--- src/rtl/cap_sense_scanner.sv ---
// Nine-channel capacitive touch scanner: charges all pads, times each pad's decay,
// thresholds the decay count and debounces the result over consecutive scans.
module cap_sense_scanner #(
    parameter int unsigned CHARGE_CYCLES = 16,
    parameter int unsigned TIMEOUT       = 255,
    parameter int unsigned THRESHOLD     = 40,
    parameter int unsigned DEBOUNCE      = 3
) (
    input  logic       clock,
    input  logic       reset,
    input  logic       enable,
    input  logic [8:0] capacitive_sensors_in,
    output logic       capacitive_sensors_out,
    output logic [8:0] touched,
    output logic [8:0] touch_event,
    output logic       scan_done
);

    localparam logic [7:0] CHG_LAST = 8'(CHARGE_CYCLES - 1);
    localparam logic [7:0] TO_LAST  = 8'(TIMEOUT - 1);
    localparam logic [7:0] TO_VAL   = 8'(TIMEOUT);
    localparam logic [7:0] THR      = 8'(THRESHOLD);
    localparam logic [1:0] DEB      = 2'(DEBOUNCE);

    typedef enum logic [1:0] {IDLE, CHARGE, MEASURE, EVALUATE} state_t;

    state_t     r_state;
    logic [8:0] r_sync1;
    logic [8:0] r_sync2;
    logic [7:0] r_cnt;
    logic [8:0] r_latched;
    logic [7:0] r_decay [9];
    logic [1:0] r_agree [9];

    logic [8:0] w_hit;
    logic [8:0] w_raw;
    logic [8:0] w_touched_nx;
    logic [8:0] w_rise;
    logic [1:0] w_agree_nx [9];

    // A channel latches in the first MEASURE cycle its synchronized level reads low.
    always_comb begin
        for (int unsigned i = 0; i < 9; i++) begin
            w_hit[i] = (r_state == MEASURE) && !r_latched[i] && !r_sync2[i];
        end
    end

    always_comb begin
        for (int unsigned i = 0; i < 9; i++) begin
            w_raw[i]        = (r_decay[i] >= THR);
            w_touched_nx[i] = touched[i];
            w_rise[i]       = 1'b0;
            w_agree_nx[i]   = '0;
            if (w_raw[i] != touched[i]) begin
                if (r_agree[i] + 2'd1 == DEB) begin
                    w_touched_nx[i] = w_raw[i];
                    w_rise[i]       = w_raw[i];
                end else begin
                    w_agree_nx[i] = r_agree[i] + 2'd1;
                end
            end
        end
    end

    always_ff @(posedge clock or posedge reset) begin
        if (reset) begin
            r_state                <= IDLE;
            r_sync1                <= '0;
            r_sync2                <= '0;
            r_cnt                  <= '0;
            r_latched              <= '0;
            r_decay                <= '{default: '0};
            r_agree                <= '{default: '0};
            capacitive_sensors_out <= 1'b0;
            touched                <= '0;
            touch_event            <= '0;
            scan_done              <= 1'b0;
        end else begin
            r_sync1     <= capacitive_sensors_in;
            r_sync2     <= r_sync1;
            touch_event <= '0;
            scan_done   <= 1'b0;
            case (r_state)
                IDLE: begin
                    capacitive_sensors_out <= 1'b0;
                    r_cnt                  <= '0;
                    if (enable) begin
                        r_state                <= CHARGE;
                        capacitive_sensors_out <= 1'b1;
                    end
                end
                CHARGE: begin
                    if (r_cnt == CHG_LAST) begin
                        r_state                <= MEASURE;
                        capacitive_sensors_out <= 1'b0;
                        r_cnt                  <= '0;
                        r_latched              <= '0;
                    end else begin
                        r_cnt <= r_cnt + 8'd1;
                    end
                end
                MEASURE: begin
                    for (int unsigned i = 0; i < 9; i++) begin
                        if (w_hit[i]) begin
                            r_decay[i]   <= r_cnt;
                            r_latched[i] <= 1'b1;
                        end else if (!r_latched[i] && r_cnt == TO_LAST) begin
                            r_decay[i]   <= TO_VAL;
                            r_latched[i] <= 1'b1;
                        end
                    end
                    if (((r_latched | w_hit) == '1) || r_cnt == TO_LAST) begin
                        r_state <= EVALUATE;
                    end else begin
                        r_cnt <= r_cnt + 8'd1;
                    end
                end
                EVALUATE: begin
                    touched     <= w_touched_nx;
                    r_agree     <= w_agree_nx;
                    touch_event <= w_rise;
                    scan_done   <= 1'b1;
                    r_cnt       <= '0;
                    if (enable) begin
                        r_state                <= CHARGE;
                        capacitive_sensors_out <= 1'b1;
                    end else begin
                        r_state <= IDLE;
                    end
                end
                default: r_state <= IDLE;
            endcase
        end
    end

endmodule
--- config.mk ---
export PLATFORM = sky130hd
export DESIGN_NAME = cap_sense_scanner
export DESIGN_NICKNAME = d
export VERILOG_FILES = /design/src/rtl/cap_sense_scanner.sv
export SDC_FILE = /design/constraint.sdc
export NUM_CORES = 1
export LEC_CHECK = 0
export ABC_CLOCK_PERIOD_IN_PS = 4210
export BUFFER_PORTS_ARGS = -buffer_cell sky130_fd_sc_hd__buf_2
export CAP_MARGIN = 0
export CORE_UTILIZATION = 45
export CTS_CLUSTER_DIAMETER = 150
export CTS_CLUSTER_SIZE = 24
export DETAILED_ROUTE_END_ITERATION = 8
export GPL_ROUTABILITY_DRIVEN = 0
export PLACE_DENSITY = 0.66
export RECOVER_POWER = 100
export SKIP_LAST_GASP = 1
export SYNTH_ARGS = -nofsm -noshare
export SYNTH_HDL_FRONTEND = slang
export SYNTH_SLANG_ARGS = --single-unit
--- constraint.sdc ---
create_clock -name clock -period 4.21 [get_ports clock]
set_input_delay 0.842 -clock clock [delete_from_list [all_inputs] [get_ports clock]]
set_output_delay 0.842 -clock clock [all_outputs]
set_load 0.05 [all_outputs]
Word-level counts from Yosys, hierarchy flattened
Cells that the tools add are included.
{ "totals": {"out_inout_bits": 20, "elab_cells": 277, "input_bits": 12, "register_bits": 147} }
{ "op_classes": {"muxes": 88, "magnitude_cmp": 9, "reduce_logical": 88, "n_eq_ne": 38, "addsub": 10, "bitwise_logic": 1} }
{ "op_table": {"columns": ["cell", "n"], "rows": [
  ["two-way mux 8 bit", 20],
  [">= comparator 8 x 6 -> 1 bit (second input constant)", 9],
  ["AND reduction 3 bit", 20],
  ["two-way mux 2 bit", 21],
  ["two-way mux 1 bit", 41],
  ["logical AND 1 bit", 27],
  ["!= test 3 x 2 -> 1 bit (second input constant)", 9],
  ["one-hot mux 8 bit (3 select lines)", 1],
  ["== test 2 bit (second input constant)", 11],
  ["nonzero test 2 bit", 10],
  ["adder 2 x 1 -> 2 bit (second input constant)", 9],
  ["logical NOT 1 bit", 18],
  ["two-way mux 9 bit", 2],
  ["one-hot mux 9 bit (2 select lines)", 1],
  ["AND reduction 2 bit", 9],
  ["== test 9 bit (second input constant)", 1],
  ["!= test 1 bit", 9],
  ["bitwise OR 9 bit", 1],
  ["adder 8 x 1 -> 8 bit (second input constant)", 1],
  ["== test 8 x 4 -> 1 bit (second input constant)", 1],
  ["== test 8 bit (second input constant)", 1],
  ["!= test 2 bit (second input constant)", 4],
  ["one-hot mux 2 bit (4 select lines)", 1],
  ["one-hot mux 1 bit (3 select lines)", 1],
  ["other kinds (6)", 6]
]} }

Longest topological paths before layout
{ "depth": {"word_depth": 8, "depth_mapped": 10, "mapped_depth_nobuf": 7} }

Worst setup path before layout
No wires, ideal clock.
{ "synth_path": {"kind": "flip-flop to flip-flop", "start": "register r_state[0]", "end": "register r_cnt[1]", "t_arrival_ns": 1.958, "slack_ns": 2.127, "period_less_slack_ns": 2.083, "stages_incl_launch_ff": 9, "required_time_ns": 4.085, "cell_sequence": "dfrtp_1 -> inv_1 -> ha_1 -> buf_4 -> and2b_1 -> o22ai_2 -> nor4_4 -> a21boi_4 -> mux2_4"} }
{ "synth_between": {"elab_chain_cells": 7, "word_cells_on_any_way": 28, "classes_between": "eq/ne: 5; mux: 1; bitwise: 1; reduce/logical: 21"} }
{ "synth_lines": {"columns": ["element", "line", "rtl"], "rows": [
  ["from (decl)", "27", "state_t r_state;"],
  ["from (signal assigned)", "67", "r_state <= IDLE;"],
  ["from (signal assigned)", "88", "r_state <= CHARGE;"],
  ["from (signal assigned)", "94", "r_state <= MEASURE;"],
  ["== test 2 bit", "44, 83", null],
  ["logical AND 1 bit (2 in series)", "44", "w_hit[i] = (r_state == MEASURE) && !r_latched[i] && !r_sync2[i];"],
  ["bitwise OR 9 bit", "112", "if (((r_latched | w_hit) == '1) || r_cnt == TO_LAST) begin"],
  ["== test 9 bit", "112", null],
  ["logical OR 1 bit", "112", null],
  ["!= test 2 bit (no line)", null, null],
  ["to (signal assigned)", "99", "r_cnt <= r_cnt + 8'd1;"],
  ["to (signal assigned)", "115", "r_cnt <= r_cnt + 8'd1;"],
  ["to (decl)", "30", "logic [7:0] r_cnt;"]
]} }
Several ways; a longest one is shown, not always the timed one.
A chain may end at the register's enable or synchronous reset.

Final worst setup path
{ "layout_path": {"start": "register r_state[0]", "end": "register r_cnt[0]"} }
The elaborated chain is that of the path after synthesis.

==> results.json <==
{
  "status": "finished with violations",
  "violations": "capacitance limit, slew limit",
  "synth_cells": 464,
  "fin_nets": 505,
  "synthTopCellsByArea": "dfrtp_1 57%, o22a_1 7.5%, nand2_1 2.8%",
  "fin_crit_sh_pct": 75.26,
  "slowest_stage": "ha_1",
  "synth_warnings": 0,
  "drt_iter0_drc": 238,
  "globalRouteOverflowTotal": 0,
  "synth-edff-count": 0,
  "synth_top_area_share_pct": 57.18,
  "dieArea_um2": 12110,
  "max-cap-violations": 1,
  "wl_per_cell_um": 15.78,
  "ys_seq_area_share_pct": 57.18,
  "internal-power_mw": 3.239,
  "final-seq-area_um2": 3003,
  "grt_use_total_pct": 18.32,
  "start_util_pct": 45.99,
  "relSlewSlack_pct": -86.92,
  "hold_path_class": "flip-flop to flip-flop",
  "rsz0062_at_grt": "no",
  "crit_fanout": 32,
  "total_power_mw": 4.957,
  "synth_nets": 485,
  "place.port_buffers": 31,
  "dr.pass1.iters": 4,
  "syn2layout_area_growth_pct": 14.11,
  "drive_above_1_share_pct": 14.20,
  "finClkSkew_ns": 0.007979,
  "synth_top_area_cell": "dfrtp_1",
  "cts_tree": "built",
  "p_leak_nw": 2.662,
  "setup_ws_ns": 1.042,
  "pre_cts_ws_ns": 1.379,
  "crit_path_start_kind": "flip-flop",
  "dpl.hpwl_mm": 6.546,
  "numCtsBuffers": 17,
  "antennaDiodeCount": 0,
  "setup_viol": 0,
  "critPathArrivalTime_ns": 3.46,
  "drt_drc_violations_left": 0,
  "cts-root-buf": "clkbuf_16",
  "final_area_um2": 5992,
  "peakVddDrop_uv": 418.1,
  "tns_ns": 0,
  "post-route-min-period_ns": 3.168,
  "core_area_um2": 11420,
  "syn_avg_cell_area_um2": 11.32,
  "combPwrFrac_pct": 33.4,
  "p_per_area_nw_per_um2": 827.3,
  "worst_pin_slew_ns": 2.788,
  "pwr-share-seq_pct": 37.5,
  "yosys_register_bits": 120,
  "first_global_vias": 3318,
  "finalHoldViolCount": 0,
  "setup.worst_path.class": "flip-flop to flip-flop",
  "clock.fmax_mhz": 315.6,
  "drtAntennaViolNets": 0,
  "end_kind": "flip-flop",
  "final_common_cell": "dfrtp_1",
  "switchingPower_mw": 1.718,
  "grt_max_degree": 67,
  "wl_mm": 10.03,
  "switching_share_pct": 34.66,
  "die_h_um": 110.0,
  "pin_count": 32,
  "path_cells": "inv_1, ha_1, nor2b_1, o22ai_1, nor4_4, a21boi_0, mux2_4",
  "grt_pass1_wl_mm": 16.46,
  "antenna_found_initial": 0,
  "final_cell_mix": "120 x dfrtp_1, 45 x o22a_1, 39 x nand2_1, 26 x clkbuf_1",
  "n_fill_cell": 1000,
  "synth_cell_types": 51,
  "route.vias.total": 3455,
  "num_rows": 39,
  "synthesis.area_um2": 5251,
  "cts_hold_buf": 0,
  "die_x_um": 110.0,
  "p_clk_share_pct": 29.1,
  "htree_levels": 4,
  "dpl_cell_area_um2": 5470,
  "vias_per_cell": 5.432,
  "multi_input_area_um2": 1997,
  "post_cts_resized": 0,
  "cts_buffer_depth": 2,
  "synth_ff_type": "dfrtp_1",
  "report.final.slew_viol_count": 67,
  "cts_setup_buffers": 0,
  "clock_sinks": 120,
  "clock_latency_ns": 0.41,
  "max_stage_delay_ns": 0.77,
  "worstPathRequired_ns": 4.51,
  "path_clk_slew_ns": 0.05,
  "synthArstFlopShare_pct": 100.0
}
-- critical path, delay by kind of cell (launching register included) --
family | cells | cell delay [ns]
AOI/OAI and AO/OA | 2 | 0.58
buffers and inverters | 1 | 0.19
DFF | 1 | 0.43
muxes | 1 | 0.42
adders and majority gates | 1 | 0.77
and+or+nand+nor | 2 | 0.64
-- layout make-up --
cell class	instances	area share [%]
Multi-Input combinational cell	289	33.33
Sequential cell	120	50.11
Clock inverter	3	1.503
Inverter	21	1.336
Clock buffer	25	8.269
Tap cell	143	2.986
Timing Repair Buffer	35	2.464
-- logic make-up after synthesis --
| kind of cell | share of synthesized area [%] |
|---|---|
| xor+xnor | 1.501 |
| flops | 57.18 |
| simple gates | 15.42 |
| compound gates | 16.15 |
| buf+inv | 4.313 |
| fa+ha+maj | 2.144 |
| mux | 3.288 |
-- flip-flops by register name, summed over array words and instances, names as in the netlist --
name                    count
r_sync2                     9
touch_event                 9
r_decay                    45
r_latched                   9
scan_done                   1
capacitive_sensors_out      1
r_state                     2
r_agree                    18
r_cnt                       8
r_sync1                     9
touched                     9
-- per-layer routing --
metal	share of wire (%)	vias to the layer above	global-route usage (%)
li1	-	1657	-
met5	0	-	0
met2	45	64	27.32
met1	49	1722	25.18
met4	1.4	0	7.143
met3	4.4	12	5.291
-- power by group through the flow --
stage	sequential [mW]	clock [mW]	combinational, mW
3_5_place_dp	1.87	0	1.69
5_1_grt	1.92	1.52	1.84
2_1_floorplan	2.02	0	1.20
6_report	1.86	1.44	1.65
3_3_place_gp	1.84	0	1.62
4_1_cts	1.85	1.47	1.70
-- cell usage after synthesis, drive strengths merged (4+ instances only) --
library cell	count
nand2b	17
nor3b	9
nor2	22
dfrtp	120
mux2	12
ha	9
xor2	9
o211ai	4
nand2	39
or3b	7
and3b	9
o22a	45
nand3	6
and3	4
inv	21
o21ai	23
nor2b	7
or2	8
a21oi	14
o22ai	13
buf	17
clkbuf	17
-- through the flow --
step           hold slack, ns  utilization [%]  std cells
2_1_floorplan          0.3312                -        464
3_3_place_gp           0.3315            47.91        608
4_1_cts                0.3463            53.04        636
5_1_grt                0.3557            52.48        636
6_report               0.3432            52.48        636
3_5_place_dp           0.3347            47.91        608
-- worst paths after layout --
| path | from | cells past startpoint | slack [ns] | to |
|---|---|---|---|---|
| worst max-delay path | r_state[0]$_DFFE_PP0P_ | 7 | 1.04 | r_cnt[0]$_DFFE_PP0P_ |
| worst min-delay path | r_sync1[2]$_DFF_PP0_ | 0 | 0.34 | r_sync2[2]$_DFF_PP0_ |
| worst max register to register | r_state[0]$_DFFE_PP0P_ | 7 | 1.04 | r_cnt[0]$_DFFE_PP0P_ |
| worst min register to register | r_sync1[2]$_DFF_PP0_ | 0 | 0.34 | r_sync2[2]$_DFF_PP0_ |
| max in group asynchronous | reset | 3 | 1.30 | r_agree[9]$_DFFE_PP0P_ |
| min in group asynchronous | reset | 2 | 1.21 | touched[3]$_DFFE_PP0P_ |
(Power assumes the default switching activity.)
